### src/rtl/uart_pkg.sv
// rtl/uart_pkg.sv - shared UART types, line constants and default widths
package uart_pkg;

    typedef enum logic [2:0] {
        IDLE   = 3'd0,
        START  = 3'd1,
        DATA   = 3'd2,
        PARITY = 3'd3,
        STOP   = 3'd4
    } tx_state_t;

    localparam logic START_BIT = 1'b0;
    localparam logic STOP_BIT  = 1'b1;

    localparam logic PAR_EVEN  = 1'b0;
    localparam logic PAR_ODD   = 1'b1;

    localparam int DEFAULT_DWIDTH = 8;
    localparam int DEFAULT_PWIDTH = 6;

    // data_xor is the XOR-reduction of the payload; odd parity inverts it
    function automatic logic parity_bit(input logic data_xor, input logic par_typ);
        return data_xor ^ (par_typ == PAR_ODD);
    endfunction

endpackage

### src/rtl/uart_tx_serializer_if.sv
// rtl/uart_tx_serializer_if.sv - host-side request/configuration bundle for the UART transmitter
//   prescale   : clocks per bit (0 treated as 1)
//   p_data     : byte to send
//   data_valid : send request, honoured only while busy=0
//   par_en     : insert parity bit
//   par_typ    : 0 even, 1 odd
//   busy       : frame in progress (from transmitter)
interface uart_tx_serializer_if #(
    parameter int DWIDTH = 8,
    parameter int PWIDTH = 6
);
    logic [PWIDTH-1:0] prescale;
    logic [DWIDTH-1:0] p_data;
    logic              data_valid;
    logic              par_en;
    logic              par_typ;
    logic              busy;

    modport master (
        output prescale, p_data, data_valid, par_en, par_typ,
        input  busy
    );

    modport slave (
        input  prescale, p_data, data_valid, par_en, par_typ,
        output busy
    );
endinterface

### src/rtl/tx_edge_counter.sv
// rtl/tx_edge_counter.sv - per-bit clock counter, pulses bit_done on the last clock of each bit
//   clk, rst : clock, synchronous active-high reset
//   en       : count while a frame is in progress; held at 0 otherwise
//   period   : latched clocks per bit (never 0)
//   bit_done : high during the final clock of the current bit
module tx_edge_counter #(
    parameter int PWIDTH = 6
) (
    input  logic              clk,
    input  logic              rst,
    input  logic              en,
    input  logic [PWIDTH-1:0] period,
    output logic              bit_done
);

    logic [PWIDTH-1:0] count;

    assign bit_done = en && (count == period - PWIDTH'(1));

    // Clearing while disabled guarantees the first bit of a frame starts at 0
    always_ff @(posedge clk) begin
        if (rst || !en) begin
            count <= '0;
        end else if (bit_done) begin
            count <= '0;
        end else begin
            count <= count + PWIDTH'(1);
        end
    end

endmodule

### src/rtl/uart_tx_serializer.sv
// rtl/uart_tx_serializer.sv - UART frame serializer: start, data LSB first, optional parity, stop
//   clk, rst : clock, synchronous active-high reset
//   host     : request/configuration bundle (slave side), busy returned on it
//   tx_out   : serial line, registered, idles high
module uart_tx_serializer
    import uart_pkg::*;
#(
    parameter int DWIDTH = DEFAULT_DWIDTH,
    parameter int PWIDTH = DEFAULT_PWIDTH
) (
    input  logic                 clk,
    input  logic                 rst,
    uart_tx_serializer_if.slave  host,
    output logic                 tx_out
);

    localparam int IWIDTH = (DWIDTH > 1) ? $clog2(DWIDTH) : 1;

    tx_state_t         state;
    logic [DWIDTH-1:0] shift_r;
    logic [IWIDTH-1:0] bit_idx;
    logic [PWIDTH-1:0] period;
    logic              par_en_r;
    logic              par_bit;
    logic              busy_r;
    logic              bit_done;

    tx_edge_counter #(
        .PWIDTH (PWIDTH)
    ) u_edge_counter (
        .clk      (clk),
        .rst      (rst),
        .en       (state != IDLE),
        .period   (period),
        .bit_done (bit_done)
    );

    assign host.busy = busy_r;

    // Everything the frame depends on is captured at accept, so host-side
    // changes during a frame cannot disturb it.
    always_ff @(posedge clk) begin
        if (rst) begin
            state    <= IDLE;
            tx_out   <= STOP_BIT;
            busy_r   <= 1'b0;
            bit_idx  <= '0;
            shift_r  <= '0;
            period   <= PWIDTH'(1);
            par_en_r <= 1'b0;
            par_bit  <= 1'b0;
        end else begin
            case (state)
                IDLE: begin
                    tx_out <= STOP_BIT;
                    busy_r <= 1'b0;
                    if (host.data_valid) begin
                        shift_r  <= host.p_data;
                        par_en_r <= host.par_en;
                        par_bit  <= parity_bit(^host.p_data, host.par_typ);
                        period   <= (host.prescale == '0) ? PWIDTH'(1) : host.prescale;
                        bit_idx  <= '0;
                        state    <= START;
                        tx_out   <= START_BIT;
                        busy_r   <= 1'b1;
                    end
                end
                START: begin
                    if (bit_done) begin
                        state   <= DATA;
                        tx_out  <= shift_r[0];
                        shift_r <= shift_r >> 1;
                        bit_idx <= '0;
                    end
                end
                DATA: begin
                    if (bit_done) begin
                        if (bit_idx == IWIDTH'(DWIDTH - 1)) begin
                            if (par_en_r) begin
                                state  <= PARITY;
                                tx_out <= par_bit;
                            end else begin
                                state  <= STOP;
                                tx_out <= STOP_BIT;
                            end
                        end else begin
                            bit_idx <= bit_idx + IWIDTH'(1);
                            tx_out  <= shift_r[0];
                            shift_r <= shift_r >> 1;
                        end
                    end
                end
                PARITY: begin
                    if (bit_done) begin
                        state  <= STOP;
                        tx_out <= STOP_BIT;
                    end
                end
                STOP: begin
                    if (bit_done) begin
                        state  <= IDLE;
                        tx_out <= STOP_BIT;
                        busy_r <= 1'b0;
                    end
                end
                default: begin
                    state  <= IDLE;
                    tx_out <= STOP_BIT;
                    busy_r <= 1'b0;
                end
            endcase
        end
    end

endmodule

### src/flat_wrapper.sv
// flat-port wrapper written by rule: the top's interface ports become plain ports
module uart_tx_serializer_flat import uart_pkg::*;
#(
    parameter int DWIDTH = DEFAULT_DWIDTH,
    parameter int PWIDTH = DEFAULT_PWIDTH
)
  (clk, rst, tx_out, host_prescale, host_p_data, host_data_valid, host_par_en, host_par_typ, host_busy);
  uart_tx_serializer_if #(.DWIDTH(DWIDTH), .PWIDTH(PWIDTH)) host_i ();
  input  logic clk;
  input  logic rst;
  output logic tx_out;
  input wire logic [$bits(host_i.prescale)-1:0] host_prescale;
  input wire logic [$bits(host_i.p_data)-1:0] host_p_data;
  input wire logic [$bits(host_i.data_valid)-1:0] host_data_valid;
  input wire logic [$bits(host_i.par_en)-1:0] host_par_en;
  input wire logic [$bits(host_i.par_typ)-1:0] host_par_typ;
  output wire logic [$bits(host_i.busy)-1:0] host_busy;
  assign host_i.prescale = host_prescale;
  assign host_i.p_data = host_p_data;
  assign host_i.data_valid = host_data_valid;
  assign host_i.par_en = host_par_en;
  assign host_i.par_typ = host_par_typ;
  assign host_busy = host_i.busy;
  uart_tx_serializer #(.DWIDTH(DWIDTH), .PWIDTH(PWIDTH)) u_core (.clk(clk), .rst(rst), .host(host_i), .tx_out(tx_out));
endmodule
### config.mk
export PLATFORM = sky130hd
export DESIGN_NAME = uart_tx_serializer_flat
export DESIGN_NICKNAME = d
export VERILOG_FILES = /design/src/rtl/uart_pkg.sv /design/src/rtl/uart_tx_serializer_if.sv /design/src/rtl/tx_edge_counter.sv /design/src/rtl/uart_tx_serializer.sv /design/src/flat_wrapper.sv
export SDC_FILE = /design/constraint.sdc
export NUM_CORES = 1
export LEC_CHECK = 0
export ABC_AREA = 1
export CORE_ASPECT_RATIO = 0.6
export CORE_MARGIN = 4
export CORE_UTILIZATION = 30
export CTS_CLUSTER_DIAMETER = 50
export DETAILED_ROUTE_END_ITERATION = 6
export HOLD_SLACK_MARGIN = 0.08
export SYNTH_ARGS = -nofsm -noshare
export SYNTH_HDL_FRONTEND = slang
export SYNTH_HIERARCHICAL = 1
export SYNTH_SLANG_ARGS = --single-unit
### constraint.sdc
create_clock -name clk -period 2.9 [get_ports clk]
set_clock_uncertainty 0.2 [all_clocks]
set_input_delay 0.58 -clock clk [delete_from_list [all_inputs] [get_ports clk]]
set_output_delay 0.58 -clock clk [all_outputs]
set_load 0.02 [all_outputs]
After elaboration in Yosys (flattened, before gate mapping)
Index checks and enable logic that the tools add are counted.

Add/sub/neg operators: 3. Equal/unequal tests: 14. Mux-type cells: 28. Bitwise operators: 2. Reduce and logical (&&, ||, !) cells: 16.

Operators by type and width (count): two-way mux 8 bit (4); two-way mux 3 bit (10); case mux 8 bit (3 select lines) (1); case mux 3 bit (5 select lines) (1); != test 2 x 1 -> 1 bit, second input constant (6); case mux 3 bit (3 select lines) (1); two-way mux 1 bit (8); parity 8 bit (1); adder 6 x 1 -> 6 bit, second input constant (1); == test 3 x 2 -> 1 bit, second input constant (2); == test 3 bit, second input constant (2); == test 6 bit (1); logical NOT 6 bit (1); two-way mux 6 bit (1); AND reduction 6 bit (1); nonzero test 3 bit (2); subtractor 6 x 1 -> 6 bit, second input constant (1); AND reduction 5 bit (1); != test 2 bit, second input constant (2); case mux 1 bit (4 select lines) (1); AND reduction 2 bit (2); OR reduction 2 bit (2); adder 3 x 1 -> 3 bit, second input constant (1); == test 3 x 1 -> 1 bit, second input constant (1); 9 further kinds (9).

Flip-flop bits (word level): 30. Input bits: 19. Output and inout bits: 2. Logic and storage cells: 72.

Longest topological paths before layout
Gate-level depths: netlist of the first run.

Depth after elaboration: 5. Gate-level depth with buffers: 15. Mapped depth without buffers: 15.

Cells and area by module
The synthesis of the first run kept the hierarchy.

By module, submodules not included: uart_tx_serializer (times used 1, cells an instance 187, area each 1293.7 sq um); tx_edge_counter (times used 1, cells an instance 79, area each 485.5 sq um).

Least setup slack after synthesis of the first run
OpenSTA, ideal clock, no wires.

Path type: flip-flop to flip-flop. Start: register u_core.period[0]. End: register u_core.state[0]. Data arrival time: 1758 ps. Slack: 820 ps. Cell stages (with the launch flop): 13. Path buffers: 0. Period minus slack after synthesis: 2080 ps. Cells stage by stage: dfxtp_1 -> inv_2 -> ha_1 -> xor2_1 -> nand2_1 -> a21oi_2 -> nand3_2 -> inv_1 -> inv_1 -> nand3_1 -> nand3_1 -> o21ai_0 -> a21oi_1.

Word-level cells in the longest chain between the ends: 5. Elaborated cells on any way between the ends: 8.

Ends and longest elaborated chain: start: declaration (RTL line uart_tx_serializer.sv:22) `logic [PWIDTH-1:0] period;`; start signal: assignment (RTL line uart_tx_serializer.sv:61) `period <= (host.prescale == '0) ? PWIDTH'(1) : host.prescale;`; subtractor 6 x 1 -> 6 bit (*) (RTL line tx_edge_counter.sv:18) `assign bit_done = en && (count == period - PWIDTH'(1));`; == test 6 bit (*) (RTL line tx_edge_counter.sv:18); logical AND 1 bit (*) (RTL line tx_edge_counter.sv:18); via u_core.bit_done (RTL line uart_tx_serializer.sv:26) `logic bit_done;`; != test 2 x 1 -> 1 bit (no source line); AND reduction 6 bit (no source line) (*); end signal: assignment (RTL line uart_tx_serializer.sv:44) `state <= IDLE;`; end signal: assignment (RTL line uart_tx_serializer.sv:63) `state <= START;`; end signal: assignment (RTL line uart_tx_serializer.sv:70) `state <= DATA;`; end: declaration (RTL line uart_tx_serializer.sv:19) `tx_state_t state;`.

The timed path passes the listed nets; every way through them passes the cells marked *. A chain may end at the register's enable or synchronous reset.

Final worst setup path of the first run
Start: register u_core.period[0]. End: register u_core.state[1].

Same word-level chain as after synthesis.

==> results.md, run 1 <==
- R2R cell count: 14
- First-pass GRT wire length: 6690 um
- Initial core utilization: 31.5%
- Yosys top cell area share: 33.8%
- # DRC: 0
- Critical Path End: u_core/state[1]$_SDFFE_PP0P_
- Slew Limit Fails: 0
- CP Capture Type: flop
- Vias in the first global route: 1442
- Post-synthesis net count: 289
- Tot GR Track Use: 11.9%
- Initial antenna violation count: 0
- Post-CTS Hold Fix Bufs: 0
- Clk root buf: clkbuf_8
- Yosys reg bits: 30
- Largest net degree at the start of global routing: 19
- Terminus of the critical flop-to-flop path: u_core/state[1]$_SDFFE_PP0P_
- Maximum clock path buffer count: 2
- Routed len/inst: 10.9 um
- Avg Synthesized Cell Area: 6.69 sq um
- Clock buffer count from CTS: 5
- Area Growth Syn to Fin: 22.1%
- Initial DRC Count: 83
- Worst skew pair latency: 0.28 ns
- RD Place Congestion: 0.843
- TritonCTS Sinks: 30
- Post-route insts no fill: 370
- Worst R2R Setup Slack: 0.57 ns
- PD cells: 902 mW/mm^2
- Crit. Startpoint: u_core/period[0]$_SDFFE_PP1P_
- Antenna-violating nets left: 0
- Synth Instances: 266
- Worst Setup Start Kind: flop
- CTS tree: yes
- Seq/Total Area, Yosys: 33.8%
- FP Rows: 21
- Most frequent CP cell: inv_1
- Period utilization: 80.3%
- Critical-path top delay cell: dfxtp_1
- Placed cells: 363
- Setup TNS: 0 ns
- Distinct cells, synth: 33
- Core area: 0.00565 sq mm
- # IOs: 21
- Vias/cell: 4.38
- Synth area leaders: dfxtp_1 34%, nand2_1 14%, nor2_1 7.2%
- Critical path arrival: 2.30 ns
- Commonest non-fill, non-tap cell in the layout: nand2_1
- LEAKAGE: 0.968 nW
- Kind of critical path: flop to flop
- H-tree depth: 2
- Fin crit period: 2.33 ns
- Die area: 0.00727 sq mm
- CP required: 2.87 ns
- DR vias: 1621
- # setup viols final: 0
- Share of cells above drive strength 1: 11.4%
- Port-buffer cells: 20
- Crit-path cells: inv_2 > ha_1 > inv_1 > nand2_1 > nand3b_1 > nand2_1 > nor2_2 > nand3_2 > inv_1 > inv_1 > nand3_1 > nand3_1 > o21ai_0 > a21oi_1
- Yosys top cell by area: dfxtp_1
- Final Core Density: 38.4%
- Worst-Margin Slew: 0.542 ns
- WL final: 4040 um
- Dpl hpwl: 3080 um
- Reg2reg start: u_core/period[0]$_SDFFE_PP1P_
- # nets final: 313
- RSZ-0062 raised after global routing: false
- Fill count: 623
- Ys Warns: 6
- FMAX: 429 MHz
- Largest stage delay, worst path: 0.41 ns
- Post-synthesis cell area: 0.00178 sq mm
- Postcts setup bufs: 0
- Final hold vios: 0
- Maxcap violations: 0
- Ant. Diodes: 0
- Outcome: finished clean
- Most frequent cells in the layout: 68 x nand2_1, 34 x nor2_1, 30 x dfxtp_1
- Detailed Routing Iterations Pass 1: 4
- Peak VDD IR: 252 uV
- Die Wd: 107 um
- CP Max Fanout: 6
- Slew headroom: 63.8%
- Gr ovfl total: 0
- HP Class: flop to flop
- Clock Pin Slew Worst Setup and Hold Paths: 0.06 ns
- Die Ht: 67.7 um
- Resized cells post-CTS: 0
- Min Hold Slack: 0.278 ns
[layer usage]
layer | part of all wire [%] | track usage [%] | vias to the layer above
li1 | - | - | 896
met1 | 56 | 17.6 | 703
met2 | 38 | 16.4 | 20
met3 | 5.1 | 4.11 | 2
met4 | 0.20 | 2.68 | 0
met5 | 0 | 0 | -
[worst max-delay path: cells and delay by family, from the launching register on]
kind | cells | cell delay, ns
simple gates | 7 | 0.78
flops | 1 | 0.41
buf+inv | 4 | 0.33
compound gates | 2 | 0.26
fa+ha+maj | 1 | 0.24
[state kept, by name, summed over array words and instances, names as in the netlist]
| name | flops |
|---|---|
| u_core/shift_r | 8 |
| u_core/state | 3 |
| u_core/par_bit | 1 |
| u_core/u_edge_counter/count | 6 |
| u_core/tx_out | 1 |
| u_core/period | 6 |
| u_core/par_en_r | 1 |
| u_core/host.busy | 1 |
| u_core/bit_idx | 3 |
[final cells by class]
class	instances	area (sq um)	area share, %
inverter	36	138	6.34
multi-input combinational	197	1020	47.0
sequential	30	601	27.6
timing repair buffer	20	200	9.22
clock inverter	1	30.0	1.38
tap	80	100	4.61
clock buffer	6	82.6	3.80
[kinds of logic after synthesis]
family,share of synthesized area (%)
flops,33.8
compound gates,13.4
fa+ha+maj,2.81
xor+xnor,3.45
simple gates,37.7
buf+inv,8.86
[worst min-delay path by stage]
stage                                  start                             to  slack [ns]  cells after the start
6_report       u_core/period[5]$_SDFFE_PP0P_  u_core/period[5]$_SDFFE_PP0P_        0.28                      2
2_1_floorplan  u_core/period[5]$_SDFFE_PP0P_  u_core/period[5]$_SDFFE_PP0P_        0.24                      2
3_3_place_gp   u_core/period[1]$_SDFFE_PP0P_  u_core/period[1]$_SDFFE_PP0P_        0.26                      2
5_1_grt        u_core/period[1]$_SDFFE_PP0P_  u_core/period[1]$_SDFFE_PP0P_        0.30                      2
4_1_cts        u_core/period[5]$_SDFFE_PP0P_  u_core/period[5]$_SDFFE_PP0P_        0.28                      2
3_5_place_dp   u_core/period[5]$_SDFFE_PP0P_  u_core/period[5]$_SDFFE_PP0P_        0.27                      2
[per-stage QoR]
stage	total power [mW]	setup slack, ns	cell area [sq um]
after floorplan	1.35	0.820	1780
after global routing	2.13	0.366	2170
after global placement	1.52	0.652	2060
final	1.96	0.570	2170
after CTS	1.97	0.584	2170
after detailed placement	1.54	0.610	2060
[power breakdown]
group	internal, mW	total (mW)	leakage (nW)	switching (mW)
clock network	0.274	0.424	0.0573	0.150
registers	0.533	0.631	0.247	0.0981
logic	0.321	0.903	0.664	0.582
[synth_stat cells (all sizes together)]
cell / instances
a211oi: 1
a21boi: 1
a21oi: 13
buf: 2
clkbuf: 1
dfxtp: 30
ha: 4
inv: 36
nand2: 71
nand3: 19
nand3b: 1
nand4: 2
nor2: 41
nor3: 6
nor3b: 1
nor4: 1
o2111ai: 1
o21ai: 27
or2: 1
xnor2: 1
xor2: 6
Power figures use the tool's default switching activity.
==> run 2: changes to the inputs <==
==> constraint.sdc (replaced) <==
create_clock -name clk -period 1.9 [get_ports clk]
set_clock_uncertainty 0.2 [all_clocks]
set_input_delay 0.38 -clock clk [delete_from_list [all_inputs] [get_ports clk]]
set_output_delay 0.38 -clock clk [all_outputs]
set_load 0.02 [all_outputs]
==> results.md, run 2 (synthesis results as in run 1) <==
- Outcome: complete, but fails checks (was finished clean)
- Violated checks: setup timing
- Ant. Diodes: 0 (unchanged)
- Dpl hpwl: 3400 um (was 3080 um)
- # IOs: 21 (unchanged)
- Pwr Total: 3.29 mW (was 1.96 mW)
- Largest net degree at the start of global routing: 19 (unchanged)
- Initial core utilization: 31.5% (unchanged)
- Vias in the first global route: 1475 (was 1442)
- # DRC: 0 (unchanged)
- Max reg flops: 8 (unchanged)
- DR vias: 1747 (was 1621)
- Share of cells above drive strength 1: 20.6% (was 11.4%)
- FP Rows: 21 (unchanged)
- CTS tree: yes (unchanged)
- Most frequent cells in the layout: 68 x nand2_1, 34 x nor2_1, 28 x dfxtp_1 (was 68 x nand2_1, 34 x nor2_1, 30 x dfxtp_1)
- Post-CTS Hold Fix Bufs: 0 (unchanged)
- Largest stage delay, worst path: 0.33 ns (was 0.41 ns)
- HP Class: flop to flop (unchanged)
- TritonCTS Sinks: 30 (unchanged)
- Tot GR Track Use: 12.5% (was 11.9%)
- RD Place Congestion: 0.864 (was 0.843)
- Clk root buf: clkbuf_8 (unchanged)
- Maximum clock path buffer count: 2 (unchanged)
- Worst skew pair latency: 0.28 ns (about the same)
- Maxcap violations: 0 (unchanged)
- Initial DRC Count: 53 (was 83)
- Clock buffer count from CTS: 5 (unchanged)
- Die Ht: 67.7 um (unchanged)
- Most frequent CP cell: inv_2 (was inv_1)
- PD cells: 1380 mW/mm^2 (was 902 mW/mm^2)
- Gr ovfl total: 0 (unchanged)
- Commonest non-fill, non-tap cell in the layout: nand2_1 (unchanged)
- Routed len/inst: 10.8 um (was 10.9 um)
- Kind of critical path: flop to flop (unchanged)
- CP required: 1.92 ns (was 2.87 ns)
- # setup viols final: 5 (was 0)
- Die Wd: 107 um (unchanged)
- Detailed Routing Iterations Pass 1: 4 (unchanged)
- Largest regs: u_core/shift_r: 8 flops, u_core/period: 6 flops, u_core/u_edge_counter/count: 6 flops (unchanged)
- Critical-path top delay cell: dfxtp_2 (was dfxtp_1)
- H-tree depth: 2 (unchanged)
- Setup WS pre-CTS: -0.0544 ns (was 0.610 ns)
- RSZ-0062 raised after global routing: true (was false)
- Vias/cell: 4.41 (was 4.38)
- Slew headroom: 66.6% (was 63.8%)
- Final WS setup: -0.0327 ns (was 0.570 ns)
- Clock Pin Slew Worst Setup and Hold Paths: 0.06 ns (about the same)
- Period utilization: 102% (was 80.3%)
- Peak VDD IR: 473 uV (was 252 uV)
- Port-buffer cells: 20 (unchanged)
- Worst-Margin Slew: 0.501 ns (was 0.542 ns)
- First-pass GRT wire length: 6990 um (was 6690 um)
- Antenna-violating nets left: 0 (unchanged)
- # nets final: 338 (was 313)
- Core area: 0.00565 sq mm (unchanged)
- Initial antenna violation count: 0 (unchanged)
- LEAKAGE: 1.09 nW (was 0.968 nW)
- FMAX: 517 MHz (was 429 MHz)
- Die area: 0.00727 sq mm (unchanged)
- Critical path arrival: 1.95 ns (was 2.30 ns)
- Crit-path cells: inv_2 > ha_4 > xor2_1 > nand2_1 > a21oi_2 > nand3_2 > inv_2 > a21oi_4 > nor2_4 > buf_4 > o21ai_1 > nor2_1 (was inv_2 > ha_1 > inv_1 > nand2_1 > nand3b_1 > nand2_1 > nor2_2 > nand3_2 > inv_1 > inv_1 > nand3_1 > nand3_1 > o21ai_0 > a21oi_1)
- Largest Register: u_core/shift_r (unchanged)
- WL final: 4280 um (was 4040 um)
- Slew Limit Fails: 0 (unchanged)
- CP Capture Type: flop (unchanged)
- Final hold vios: 0 (unchanged)
- CP Max Fanout: 8 (was 6)
- Fin crit period: 1.93 ns (was 2.33 ns)
- Area Growth Syn to Fin: 33.7% (was 22.1%)
- Worst Setup Start Kind: flop (unchanged)
==> run 2: cell count changes in the layout (fill, tap and decap cells not counted), sizes merged <==
cell / previous run / this run
clkinv: 0 / 1
buf: 0 / 25
clkbuf: 6 / 7
bufinv: 1 / 0
==> run 2: power by group <==
group | internal (mW) | switching (mW)
logic | 0.807 | 1.02
clock network | 0.292 | 0.236
registers | 0.817 | 0.125
==> run 2: per-layer routing <==
metal	track usage [%]	share of wire, %
met5	0	0
met4	3.78	0.70
met3	3.82	5.0
met2	15.5	35
met1	19.5	59
==> run 2: metrics by stage <==
step	setup TNS [ns]	hold WS [ns]	cell area, sq um	util [%]	instances
after floorplan	0	0.243	1800	-	266
after global placement	-0.223	0.268	2250	39.8	385
after detailed placement	-0.343	0.270	2250	39.8	385
after CTS	-0.425	0.269	2360	41.8	394
after global routing	-2.31	0.299	2380	42.1	396
final	-0.111	0.276	2380	42.1	396
==> run 2: final cells by class <==
class                      count  area (sq um)
sequential                    30           603
clock inverter                 1          5.00
tap                           80           100
multi-input combinational    197          1050
clock buffer                   7          86.3
fill                         597          3270
timing repair buffer          45           392
inverter                      36           138
==> run 2: worst max-delay path: cells and delay by family, from the launching register on <==
| family | cells | cell delay (ns) |
|---|---|---|
| AOI/OAI and AO/OA | 3 | 0.21 |
| and+or+nand+nor | 4 | 0.46 |
| adders and majority gates | 1 | 0.25 |
| xor gates and xnor gates | 1 | 0.12 |
| DFF | 1 | 0.33 |
| buffers and inverters | 3 | 0.30 |
==> run 2: path summary, 6_finish.rpt <==
| check | from | endpoint | slack, ns | cells after the start |
|---|---|---|---|---|
| max reg2reg | u_core/period[0]$_SDFFE_PP1P_ | u_core/bit_idx[2]$_SDFFE_PP0P_ | -0.03 | 12 |
| max | u_core/period[0]$_SDFFE_PP1P_ | u_core/bit_idx[2]$_SDFFE_PP0P_ | -0.03 | 12 |
| min | u_core/period[5]$_SDFFE_PP0P_ | u_core/period[5]$_SDFFE_PP0P_ | 0.28 | 2 |
| min reg2reg | u_core/period[5]$_SDFFE_PP0P_ | u_core/period[5]$_SDFFE_PP0P_ | 0.28 | 2 |
==> run 2: repair_timing <==
action	in CTS	in global routing
buffers inserted	1	2
setup endpoints to repair	13	15
endpoints found under the hold margin	0	0
pin swaps	3	2
gates resized for setup	3	2
